### src/rtl/dmem_port_arbiter.sv
// Two-master arbiter for the single-port data memory (CPU MEM stage vs loader/debug).
// Optional round-robin arbitration: define DMEM_ARB_ROUND_ROBIN_EN.
module dmem_port_arbiter #(
    parameter int ADDR_W    = 32,
    parameter int MEM_BYTES = 128,
    parameter int MEM_LAT   = 1
) (
    input  logic              clk_i,
    input  logic              rst_i,
    input  logic              r0_req_i,
    input  logic              r0_we_i,
    input  logic [ADDR_W-1:0] r0_addr_i,
    input  logic [31:0]       r0_wdata_i,
    output logic [31:0]       r0_rdata_o,
    output logic              r0_done_o,
    input  logic              r1_req_i,
    input  logic              r1_we_i,
    input  logic [ADDR_W-1:0] r1_addr_i,
    input  logic [31:0]       r1_wdata_i,
    output logic [31:0]       r1_rdata_o,
    output logic              r1_done_o,
    output logic              err_o,
    output logic              stall_o,
    output logic              mem_en_o,
    output logic              mem_we_o,
    output logic [ADDR_W-1:0] mem_addr_o,
    output logic [31:0]       mem_wdata_o,
    input  logic [31:0]       mem_rdata_i
);

    typedef enum logic [1:0] {S_IDLE, S_WAIT, S_DONE} state_t;

    // Highest legal word address, compared at full address width.
    localparam logic [ADDR_W-1:0] LP_MAX_ADDR = ADDR_W'(MEM_BYTES - 4);
    localparam logic [2:0]        LP_LAT      = 3'(MEM_LAT);

    state_t            r_state;
    state_t            w_state_nxt;
    logic [2:0]        r_cnt;
    logic              r_gnt;
    logic              r_we;
    logic              r_err;
    logic [ADDR_W-1:0] r_addr;
    logic [31:0]       r_wdata;
    logic [31:0]       r_rdata;

    logic              w_any;
    logic              w_gnt;
    logic              w_grant;
    logic              w_legal;
    logic              w_last_cnt;
    logic              w_done;
    logic [ADDR_W-1:0] w_addr;

    assign w_any      = r0_req_i | r1_req_i;
    assign w_grant    = (r_state == S_IDLE) && w_any;
    assign w_last_cnt = (r_cnt == LP_LAT);
    assign w_addr     = w_gnt ? r1_addr_i : r0_addr_i;
    assign w_legal    = (w_addr[1:0] == 2'b00) && (w_addr <= LP_MAX_ADDR);

`ifdef DMEM_ARB_ROUND_ROBIN_EN
    logic r_last;

    // On a tie, grant the requester that did not win last time.
    always_comb begin
        if (r0_req_i && r1_req_i) begin
            w_gnt = ~r_last;
        end else begin
            w_gnt = ~r0_req_i;
        end
    end

    // Remember every winner, legal address or not.
    always_ff @(posedge clk_i or posedge rst_i) begin
        if (rst_i) begin
            r_last <= 1'b1;
        end else if (w_grant) begin
            r_last <= w_gnt;
        end
    end
`else
    // Fixed priority: the CPU always wins a tie.
    always_comb begin
        w_gnt = ~r0_req_i;
    end
`endif

    // FSM state register.
    always_ff @(posedge clk_i or posedge rst_i) begin
        if (rst_i) begin
            r_state <= S_IDLE;
        end else begin
            r_state <= w_state_nxt;
        end
    end

    // Next-state logic; illegal addresses skip the memory entirely.
    always_comb begin
        w_state_nxt = r_state;
        unique case (r_state)
            S_IDLE: begin
                if (w_any) begin
                    w_state_nxt = w_legal ? S_WAIT : S_DONE;
                end
            end
            S_WAIT: begin
                if (w_last_cnt) begin
                    w_state_nxt = S_DONE;
                end
            end
            S_DONE:  w_state_nxt = S_IDLE;
            default: w_state_nxt = S_IDLE;
        endcase
    end

    // Latch the winning request at grant and capture load data at the end of WAIT.
    always_ff @(posedge clk_i or posedge rst_i) begin
        if (rst_i) begin
            r_cnt   <= '0;
            r_gnt   <= 1'b0;
            r_we    <= 1'b0;
            r_err   <= 1'b0;
            r_addr  <= '0;
            r_wdata <= '0;
            r_rdata <= '0;
        end else if (w_grant) begin
            r_cnt   <= 3'd1;
            r_gnt   <= w_gnt;
            r_we    <= w_gnt ? r1_we_i : r0_we_i;
            r_err   <= ~w_legal;
            r_addr  <= w_addr;
            r_wdata <= w_gnt ? r1_wdata_i : r0_wdata_i;
            r_rdata <= '0;
        end else if (r_state == S_WAIT) begin
            if (w_last_cnt) begin
                if (!r_we) begin
                    r_rdata <= mem_rdata_i;
                end
            end else begin
                r_cnt <= r_cnt + 3'd1;
            end
        end
    end

    assign w_done      = (r_state == S_DONE);
    assign r0_done_o   = w_done & ~r_gnt;
    assign r1_done_o   = w_done & r_gnt;
    assign r0_rdata_o  = r0_done_o ? r_rdata : 32'd0;
    assign r1_rdata_o  = r1_done_o ? r_rdata : 32'd0;
    assign err_o       = w_done & r_err;
    assign mem_en_o    = (r_state == S_WAIT) && (r_cnt == 3'd1);
    assign mem_we_o    = mem_en_o & r_we;
    assign mem_addr_o  = r_addr;
    assign mem_wdata_o = r_wdata;
    assign stall_o     = r0_req_i & ~r0_done_o & ~rst_i;

endmodule
### config.mk
export PLATFORM = sky130hd
export DESIGN_NAME = dmem_port_arbiter
export DESIGN_NICKNAME = d
export VERILOG_FILES = /design/src/rtl/dmem_port_arbiter.sv
export SDC_FILE = /design/constraint.sdc
export NUM_CORES = 1
export LEC_CHECK = 0
export BUFFER_PORTS_ARGS = -buffer_cell sky130_fd_sc_hd__buf_4
export CORE_MARGIN = 8
export CORE_UTILIZATION = 48
export CTS_CLUSTER_SIZE = 40
export DETAILED_ROUTE_END_ITERATION = 10
export GPL_ROUTABILITY_DRIVEN = 0
export GPL_TIMING_DRIVEN = 0
export MAX_ROUTING_LAYER = met4
export PLACE_DENSITY_LB_ADDON = 0.1
export SKIP_CTS_REPAIR_TIMING = 1
export SKIP_LAST_GASP = 1
export SLEW_MARGIN = 20
export SYNTH_ARGS = -nofsm -noshare
export SYNTH_HDL_FRONTEND = slang
export SYNTH_SLANG_ARGS = --single-unit
### constraint.sdc
create_clock -name clk_i -period 8.9 [get_ports clk_i]
set_input_delay 1.78 -clock clk_i [delete_from_list [all_inputs] [get_ports clk_i]]
set_output_delay 1.78 -clock clk_i [all_outputs]
set_load 0.02 [all_outputs]
==> summary.md, run 1 <==
| Metric | Value |
|---|---|
| Status | `finished clean` |
| Worst slew pin tran | `892 ps` |
| EDFF count, synth | `0` |
| Initial DRC Count | `327` |
| Number of port buffers | `299` |
| Std cell rows | `37` |
| Largest cells by area after synthesis | `dfrtp_1, mux2i_1, nand2_1` |
| Synth Instances | `549` |
| Critical path depth | `6` |
| Period utilization | `0.570` |
| First-pass GRT wire length | `29.2 mm` |
| Die footprint | `14300 sq um` |
| Worst EP arrival | `3290 ps` |
| Nets | `1028` |
| H-tree depth | `3` |
| Drt drc | `0` |
| Post-route setup TNS | `0 ps` |
| LEAKAGE | `0.00402 uW` |
| Gr ovfl total | `0` |
| Final setup fails | `0` |
| Max-slew violation count | `0` |
| CP Cell Sequence | `buf_4, buf_2, buf_2, buf_2, nor3b_1, buf_4` |
| Initial Util | `0.495` |
| CTS sink cnt | `104` |
| Max VDD drop | `0.0000955 V` |
| Worst Reg-to-Reg Cells | `6` |
| RR Endpoint | `r_rdata[11]` |
| Post-synth top area cell | `dfrtp_1` |
| Delay-heaviest family, CP | `buffers and inverters` |
| # IOs | `300` |
| Skew-Pair Late Insertion Delay | `360 ps` |
| Flop-to-flop setup slack | `6830 ps` |
| Routed wl met3 | `1.46 mm` |
| Setup slack after layout | `3830 ps` |
| Critical Path Most Common Cell | `buf_2` |
| Pwr dens | `164 nW/um^2` |
| Fmax | `0.197 GHz` |
| Cell area after synthesis | `5140 sq um` |
| Post-Route WL | `18.7 mm` |
| Slew margin rel. | `0.406` |
| Wl on met1 | `6.89 mm` |
| Layout cell share with drive strength beyond 1 | `0.385` |
| Share of flip-flops with an asynchronous set or reset | `1.00` |
| Synth Flop Type | `dfrtp_1` |
| DR WL/cell | `18.7 um` |
| Antenna cells | `0` |
| Util after Layout | `0.754` |
| Root buffer cell | `clkbuf_8` |
| Clock buffers created by TritonCTS | `9` |
| Vias per inst | `5.23` |
| RR Startpoint | `r_cnt[1]` |
| Hold depth | `2` |
| Net count after synthesis | `717` |
| Final Skew | `11.0 ps` |
| Antenna Nets Post-Route | `0` |
| Final hold vios | `0` |
| Worst Setup Start Kind | `input pin` |
| FF+latch count, synth | `104` |
| Reg clk slew, reported paths | `90 ps` |
| Routed met2 length | `9.60 mm` |
| Proportion of netlist area held by the largest area contributor | `0.507` |
| Crit-path max FO | `10` |
| Yosys warning total | `0` |
| Clock buffer depth | `2` |
| Hold path startpoint | `mem_wdata_o[4]` |
| Die Wd | `119 um` |
| Max-capacitance violation count | `0` |
| Hold Path Class | `flip-flop to flip-flop` |
| Via count | `5231` |
| CP peak stage delay | `370 ps` |
| Pre-Repair DR Iteration Count | `7` |
| Largest net degree at the start of global routing | `70` |
| Worst path slowest cell | `buf_2` |
| RSZ-0062 raised after global routing | `false` |
| Pre-CTS setup slack | `3840 ps` |
| Setup CP Type | `input pin to primary output` |
| Final HPWL DP | `15.2 mm` |
| Initial antenna violation count | `0` |
| Fin crit period | `5070 ps` |
| Seq/Total Area, Yosys | `0.507` |
| Die height | `119 um` |
| Critical path buffers and inverters | `5` |
| GRT Overall Usage | `0.264` |
| Unique masters post-synth | `33` |
| CTS tree | `built` |
| Top Layer Used | `met4` |
| Worst-case hold path end point | `mem_wdata_o[4]` |
| Number of global-route vias before repair | `5758` |
| Crit path required time | `7120 ps` |
| Area Overhead vs Synth | `52.2%` |
| Element type at the critical path end | `primary output` |
| Syn_area_per_cell | `9.36 sq um` |
| Core area | `10400 sq um` |
## where the power goes
group	internal, uW	switching (uW)
registers	530	34.2
logic	162	214
clock network	182	157
## through the flow
step	total power [uW]	area (sq um)	hold slack [ps]	instances
finish	1280	7820	488	1001
CTS	1290	7820	492	1001
global route	1340	7820	511	1001
floorplan	741	5140	464	549
detailed placement	953	7580	471	985
global placement	940	7550	465	984
## cell families (layout without fill, tap and decap cells)
group	after synthesis	count (layout)	share of synthesized area
adders and majority gates	2	2	0.00487
muxes	65	65	0.127
DFF	104	104	0.507
AOI/OAI and AO/OA	108	108	0.109
xor gates and xnor gates	2	2	0.00341
and+or+nand+nor	227	227	0.215
buffers and inverters	41	357	0.0341
## cell type report
type                       count  area, sq um
inverter                       3         16.3
timing repair buffer         300         2270
multi-input combinational    404         2360
fill                         773         2550
clock buffer                  14          173
clock inverter                 2         60.1
tap                          136          170
sequential                   104         2600
buffer                        38          164
## Yosys cell counts (2+ instances only)
cell      instances
a21oi_1           3
and2_1           65
and3b_1           3
buf_1             4
buf_2            17
clkbuf_1         17
dfrtp_1         104
ha_1              2
inv_1             3
mux2i_1          65
nand2_1         131
nand4_1           2
nor2_1            5
nor3b_1           2
nor4_1           11
o21ai_0          98
## placed cells by master, fill, tap and decap left out, types with 2 or more instances in the layout
cell and n:
clkbuf_1 19, bufinv_16 2, nand4_1 2, nor2_1 5
nor4_1 11, o21ai_0 98, nor3b_1 2, buf_2 17
inv_1 2, buf_1 4, ha_1 2, dfrtp_1 104
and3b_1 3, mux2i_1 65, and2_1 65, nand2_1 131
a21oi_1 3, buf_4 299, clkbuf_8 12
## how the worst max path moves through the flow
stage / slack [ps] / from / end
detailed placement: 3840 / r0_req_i / stall_o
global placement: 3180 / rst_i / mem_addr_o[5]
CTS: 3830 / r0_req_i / stall_o
global route: 3720 / r0_req_i / stall_o
floorplan: 4120 / r0_req_i / stall_o
finish: 3830 / r0_req_i / stall_o
## tightest hold or removal path: stages (launching register included)
cell,delay [ps]
dfrtp_1,350
nand2_1,50
o21ai_0,60
## registers in the layout (all words and copies together), names as in the netlist
name,cells
mem_addr_o,32
mem_wdata_o,32
r_rdata,32
r_cnt,3
r_state,2
r_err,1
r_gnt,1
r_we,1
## metal layers
| layer | vias to the layer above | GRT usage |
|---|---|---|
| met5 | - | - |
| met4 | 0 | 0.128 |
| met3 | 58 | 0.0765 |
| met2 | 251 | 0.452 |
| met1 | 2452 | 0.273 |
| li1 | 2470 | - |
Power figures use the tool's default switching activity.
==> inputs of run 2 (changes only) <==
- ABC_AREA: unset -> 1
- CORE_UTILIZATION: 48 -> 40
- clock period: 8.9 -> 4.2 ns (I/O delays scaled with it)
==> summary.md, run 2 <==
| Metric | Value |
|---|---|
| Status | `finished clean (unchanged)` |
| Setup CP Type | `input pin to primary output (unchanged)` |
| LEAKAGE | `0.00415 uW (was 0.00402 uW)` |
| Post-synth top cells | `nand2_1, nor2_1, dfrtp_1 (was nand2_1, dfrtp_1, o21ai_0)` |
| Initial Util | `0.411 (was 0.495)` |
| Post-Route WL | `19.0 mm (was 18.7 mm)` |
| Max VDD drop | `0.000206 V (was 0.0000955 V)` |
| Worst slew pin tran | `602 ps (was 892 ps)` |
| Util after Layout | `0.632 (was 0.754)` |
| Critical Path Most Common Cell | `buf_4 (was buf_2)` |
| Via count | `5602 (was 5231)` |
| Fmax | `0.341 GHz` |
| Max-slew violation count | `0 (unchanged)` |
| Die Wd | `130 um (was 119 um)` |
| Pre-Repair DR Iteration Count | `5 (was 7)` |
| Proportion of netlist area held by the largest area contributor | `0.500 (was 0.507)` |
| Nets | `1183 (was 1028)` |
| Pwr dens | `359 nW/um^2 (was 164 nW/um^2)` |
| DR WL/cell | `16.0 um (was 18.7 um)` |
| Count leader, synth | `nand2_1 (unchanged)` |
| Total power | `2880 uW (was 1280 uW)` |
| GRT Overall Usage | `0.230 (was 0.264)` |
| Gr ovfl total | `0 (unchanged)` |
| Post-route setup TNS | `0 ps (unchanged)` |
| RR Startpoint | `r_cnt[1] (unchanged)` |
| CTS tree | `built (unchanged)` |
| Delay-heaviest family, CP | `buffers and inverters (unchanged)` |
| Clock buffers created by TritonCTS | `9 (unchanged)` |
| Net count after synthesis | `870 (was 717)` |
| Max-capacitance violation count | `0 (unchanged)` |
| CTS sink cnt | `104 (unchanged)` |
| Unique masters post-synth | `22 (was 33)` |
| Core area | `12700 sq um (was 10400 sq um)` |
| Area Overhead vs Synth | `53.9% (was 52.2%)` |
| Hold path startpoint | `r_err (was mem_wdata_o[4])` |
| CP peak stage delay | `480 ps (was 370 ps)` |
| Number of global-route vias before repair | `5599 (was 5758)` |
| Root buffer cell | `clkbuf_16 (was clkbuf_8)` |
| Flop-to-flop setup slack | `2450 ps (was 6830 ps)` |
| Post-synth top area cell | `dfrtp_1 (unchanged)` |
| Reg clk slew, reported paths | `70 ps (was 90 ps)` |
| Initial DRC Count | `257 (was 327)` |
| Worst path slowest cell | `clkinvlp_4 (was buf_2)` |
| H-tree depth | `3 (unchanged)` |
| Critical path buffers and inverters | `5 (unchanged)` |
| # IOs | `300 (unchanged)` |
| RSZ-0062 raised after global routing | `false (unchanged)` |
| Cell area after synthesis | `5210 sq um (was 5140 sq um)` |
| Synth Instances | `702 (was 549)` |
| Final hold vios | `0 (unchanged)` |
| Skew-Pair Late Insertion Delay | `350 ps (was 360 ps)` |
| Syn_area_per_cell | `7.42 sq um (was 9.36 sq um)` |
| Final Skew | `5.47 ps (was 11.0 ps)` |
| Crit-path max FO | `23 (was 10)` |
| Hold depth | `2 (unchanged)` |
| Seq/Total Area, Yosys | `0.500 (was 0.507)` |
| FF+latch count, synth | `104 (unchanged)` |
| Fillers | `1218 (was 773)` |
| Post-route cell area | `8010 sq um (was 7820 sq um)` |
| EDFF count, synth | `0 (unchanged)` |
| Antenna cells | `0 (unchanged)` |
| Antenna Nets Post-Route | `0 (unchanged)` |
| Clock buffer depth | `2 (unchanged)` |
| Largest cells by area after synthesis | `dfrtp_1, nand2_1, nor2_1 (was dfrtp_1, mux2i_1, nand2_1)` |
| Crit path required time | `3360 ps (was 7120 ps)` |
| Hold Path Class | `flip-flop to flip-flop (unchanged)` |
| RR Endpoint | `r_rdata[28] (was r_rdata[11])` |
| Worst EP arrival | `2090 ps (was 3290 ps)` |
| Synth Flop Type | `dfrtp_1 (unchanged)` |
| Largest net degree at the start of global routing | `34 (was 70)` |
| Layout cell share with drive strength beyond 1 | `0.340 (was 0.385)` |
| Final HPWL DP | `15.2 mm (about the same)` |
| Worst Setup Start Kind | `input pin (unchanged)` |
| Vias per inst | `4.70 (was 5.23)` |
| First-pass GRT wire length | `29.3 mm (was 29.2 mm)` |
| Die height | `130 um (was 119 um)` |
| Most frequent cells in the layout | `buf_4, nand2_1, nor2_1 (was buf_4, nand2_1, dfrtp_1)` |
| Initial antenna violation count | `0 (unchanged)` |
| Std cell rows | `41 (was 37)` |
| Final setup fails | `0 (unchanged)` |
| Commonest non-fill, non-tap cell in the layout | `buf_4 (unchanged)` |
| Share of flip-flops with an asynchronous set or reset | `1.00 (unchanged)` |
| Worst Reg-to-Reg Cells | `8 (was 6)` |
| CP Cell Sequence | `buf_4, clkinvlp_4, buf_16, nand3_1, inv_1, buf_4 (was buf_4, buf_2, buf_2, buf_2, nor3b_1, buf_4)` |
| Slew margin rel. | `0.598 (was 0.406)` |
| Element type at the critical path end | `primary output (unchanged)` |
| DP Area | `7740 sq um (was 7580 sq um)` |
| Die footprint | `16900 sq um (was 14300 sq um)` |
| Fin crit period | `2930 ps` |
| Period utilization | `0.697` |
| Drt drc | `0 (unchanged)` |
| Number of port buffers | `299 (unchanged)` |
| Worst-case hold path end point | `r_err (was mem_wdata_o[4])` |
| Yosys warning total | `0 (unchanged)` |
[run 2: changes by cell type after synthesis, moves of 36 or more]
cell,before,now
nor2_1,5,115
inv_1,3,87
and2_1,65,0
mux2i_1,65,0
nand2_1,131,192
o21ai_0,98,59
a31oi_1,1,38
nand3_1,1,37
[run 2: final cells by class]
cell class                      count  area [sq um]  area share
Buffer                             43           226      0.0283
Clock buffer                       12           256      0.0320
Sequential cell                   104          2600       0.325
Multi-Input combinational cell    465          2040       0.255
Timing Repair Buffer              302          2310       0.289
Tap cell                          172           215      0.0269
Inverter                           90           342      0.0426
Clock inverter                      3          17.5     0.00219
[run 2: worst register-to-register path: cells and delay by family, from the launching register on]
kind                     cells  cell delay, ps
flip-flops                   1             390
AO/OA/AOI/OAI                2             310
adder cells (fa/ha/maj)      1             130
AND/OR/NAND/NOR              2             370
buffers and inverters        3             440
[run 2: power by group]
group / internal [uW] / switching, uW / total, uW
registers: 1130 / 76.4 / 1200
clock network: 430 / 371 / 801
logic: 368 / 504 / 872
[run 2: logic make-up after synthesis]
logic type	Yosys count	share of synthesized area
and+or+nand+nor	351	0.267
buffers and inverters	133	0.108
AOI/OAI and AO/OA	112	0.120
DFF	104	0.500
adders and majority gates	2	0.00480
[run 2: per-stage QoR]
stage,hold WS (ps),instances,setup slack (ps)
final,486,1191,1270
after global routing,511,1191,1080
after CTS,488,1191,1200
after detailed placement,472,1176,1200
after global placement,469,1173,-295
after floorplan,449,702,606
[run 2: metal layers]
metal,global-route usage,share of wire,wire [um],up-vias
met5,-,0,0,-
met4,0.0731,0.016,299,0
met3,0.0600,0.088,1680,22
met2,0.378,0.49,9290,223
met1,0.271,0.41,7760,2557
li1,-,-,-,2800
[run 2: worst max-delay path by stage]
stage | depth (start not counted) | from | slack, ps | endpoint
after floorplan | 3 | rst_i | 610 | stall_o
after global placement | 5 | rst_i | -290 | stall_o
after detailed placement | 6 | rst_i | 1200 | stall_o
after CTS | 6 | rst_i | 1200 | stall_o
after global routing | 6 | rst_i | 1080 | stall_o
final | 6 | rst_i | 1270 | stall_o
==> inputs of run 3 (changes only) <==
- clock period: 4.2 -> 2.61 ns (I/O delays scaled with it)
==> summary.md, run 3 (synthesized netlist as in run 2, its figures left out) <==
| Metric | Value |
|---|---|
| Element type at the critical path end | `primary output (unchanged)` |
| Period utilization | `0.919` |
| DP Area | `7730 sq um (was 7740 sq um)` |
| Cell-internal power | `3200 uW (was 1930 uW)` |
| CP peak stage delay | `400 ps (was 480 ps)` |
| Reg power frac | `0.410 (was 0.419)` |
| Max-capacitance violation count | `0 (unchanged)` |
| Via count | `5515 (was 5602)` |
| Reg clk slew, reported paths | `70 ps (about the same)` |
| Final setup fails | `0 (unchanged)` |
| Worst slew pin tran | `573 ps (was 602 ps)` |
| Clock buffers created by TritonCTS | `9 (unchanged)` |
| Delay-heaviest family, CP | `buffers and inverters (unchanged)` |
| First-pass GRT wire length | `28.8 mm (was 29.3 mm)` |
| Crit-path max FO | `10 (was 23)` |
| Dpl cells | `1176 (unchanged)` |
| Die Wd | `130 um (unchanged)` |
| Antenna Nets Post-Route | `0 (unchanged)` |
| H-tree depth | `3 (unchanged)` |
| Core area | `12700 sq um (unchanged)` |
| Max VDD drop | `0.000323 V (was 0.000206 V)` |
| Util after Layout | `0.634 (was 0.632)` |
| Fmax | `0.417 GHz` |
| Std cell rows | `41 (unchanged)` |
| Number of port buffers | `299 (unchanged)` |
| Vias per inst | `4.63 (was 4.70)` |
| LEAKAGE | `0.00416 uW (was 0.00415 uW)` |
| Final Skew | `4.72 ps (was 5.47 ps)` |
| Die footprint | `16900 sq um (unchanged)` |
| Die height | `130 um (unchanged)` |
| Final HPWL DP | `15.5 mm (was 15.2 mm)` |
| Sw Share | `0.322 (was 0.331)` |
| Root buffer cell | `clkbuf_16 (unchanged)` |
| Nets | `1183 (unchanged)` |
| Final hold vios | `0 (unchanged)` |
| Critical path buffers and inverters | `3 (was 5)` |
| Max-slew violation count | `0 (unchanged)` |
| Non-Filler Instances | `1192 (was 1191)` |
| Largest net degree at the start of global routing | `32 (was 34)` |
| GRT Overall Usage | `0.225 (was 0.230)` |
| Net switching power figure | `1520 uW (was 951 uW)` |
| Slew margin rel. | `0.618 (was 0.598)` |
| Antenna cells | `0 (unchanged)` |
| Fin crit period | `2400 ps` |
| DR WL/cell | `15.9 um (was 16.0 um)` |
| RSZ-0062 raised after global routing | `false (unchanged)` |
| Most frequent cells in the layout | `buf_4, nand2_1, nor2_1 (unchanged)` |
| Worst Setup Start Kind | `flip-flop (was input pin)` |
| Clock Power Share | `0.292 (was 0.278)` |
| CTS tree | `built (unchanged)` |
| # IOs | `300 (unchanged)` |
| Drt drc | `0 (unchanged)` |
| Pwr dens | `588 nW/um^2 (was 359 nW/um^2)` |
| Pre-Repair DR Iteration Count | `5 (unchanged)` |
| Commonest non-fill, non-tap cell in the layout | `buf_4 (unchanged)` |
| Post-Route WL | `19.0 mm (about the same)` |
| Initial antenna violation count | `0 (unchanged)` |
| Number of global-route vias before repair | `5539 (was 5599)` |
| Area Overhead vs Synth | `54.2% (was 53.9%)` |
| Fin Hold WS | `235 ps (was 486 ps)` |
| Status | `finished clean (unchanged)` |
| CTS sink cnt | `104 (unchanged)` |
| Setup CP Type | `flip-flop to primary output (was input pin to primary output)` |
| Crit path required time | `2090 ps (was 3360 ps)` |
| Skew-Pair Late Insertion Delay | `340 ps (was 350 ps)` |
| CP Cell Sequence | `inv_1, ha_1, nand2_1, nor3_4, clkbuf_1, buf_4 (was buf_4, clkinvlp_4, buf_16, nand3_1, inv_1, buf_4)` |
| Hold Path Class | `input pin to async pin (was flip-flop to flip-flop)` |
| Initial Util | `0.411 (unchanged)` |
| Post-route cell area | `8030 sq um (was 8010 sq um)` |
| Clock buffer depth | `2 (unchanged)` |
| Initial DRC Count | `256 (was 257)` |
| Gr ovfl total | `0 (unchanged)` |
| Total power | `4720 uW (was 2880 uW)` |
| Layout cell share with drive strength beyond 1 | `0.339 (was 0.340)` |
| Comb power frac | `0.297 (was 0.303)` |
| Worst EP arrival | `1880 ps (was 2090 ps)` |
| Worst path slowest cell | `dfrtp_1 (was clkinvlp_4)` |
## run 3: cell count changes in the layout (fill, tap and decap cells not counted)
cell        change
clkbuf_1        +1
bufinv_16       +1
clkinvlp_4      -1
buf_16          -1
buf_12          +1
## run 3: area by class of cell
type	count	area, sq um
fillers	1220	4640
flip-flops and latches	104	2600
repair buffers	302	2300
multi-input cells	465	2040
inverters	90	342
clock buffers	13	260
plain buffers	43	226
well taps	172	215
clock inverters	3	40.0
## run 3: per-stage QoR
step | setup slack, ps | setup TNS (ps)
global route | 13.2 | 0
finish | 211 | 0
detailed placement | 330 | 0
CTS | 176 | 0
global placement | -1100 | -1100
floorplan | -264 | -264
## run 3: final timing paths
path                       depth (start not counted)  slack, ps             end            from
hold reg to reg                                    2        490  mem_addr_o[17]  mem_addr_o[17]
setup / recovery                                   6        210        mem_en_o        r_cnt[1]
min in group clk_i                                 3        420      r_rdata[1]  mem_rdata_i[1]
setup reg to reg                                   8        860     r_rdata[21]        r_cnt[1]
hold / removal                                     2        230      r_rdata[1]           rst_i
max in group asynchronous                          4       1630            r_we           rst_i
## run 3: power by group through the flow
| stage | registers, uW | clock network (uW) | logic (uW) |
|---|---|---|---|
| floorplan | 2200 | 0 | 453 |
| global placement | 1960 | 0 | 1410 |
| detailed placement | 1960 | 0 | 1430 |
| CTS | 1940 | 1390 | 1430 |
| global route | 1960 | 1460 | 1530 |
| finish | 1940 | 1380 | 1410 |
## run 3: routing by layer
layer,vias up,wire length (um),track usage
met5,-,0,-
met2,210,9250,0.372
met3,21,1540,0.0563
met1,2475,7900,0.267
li1,2809,-,-
met4,0,284,0.0635
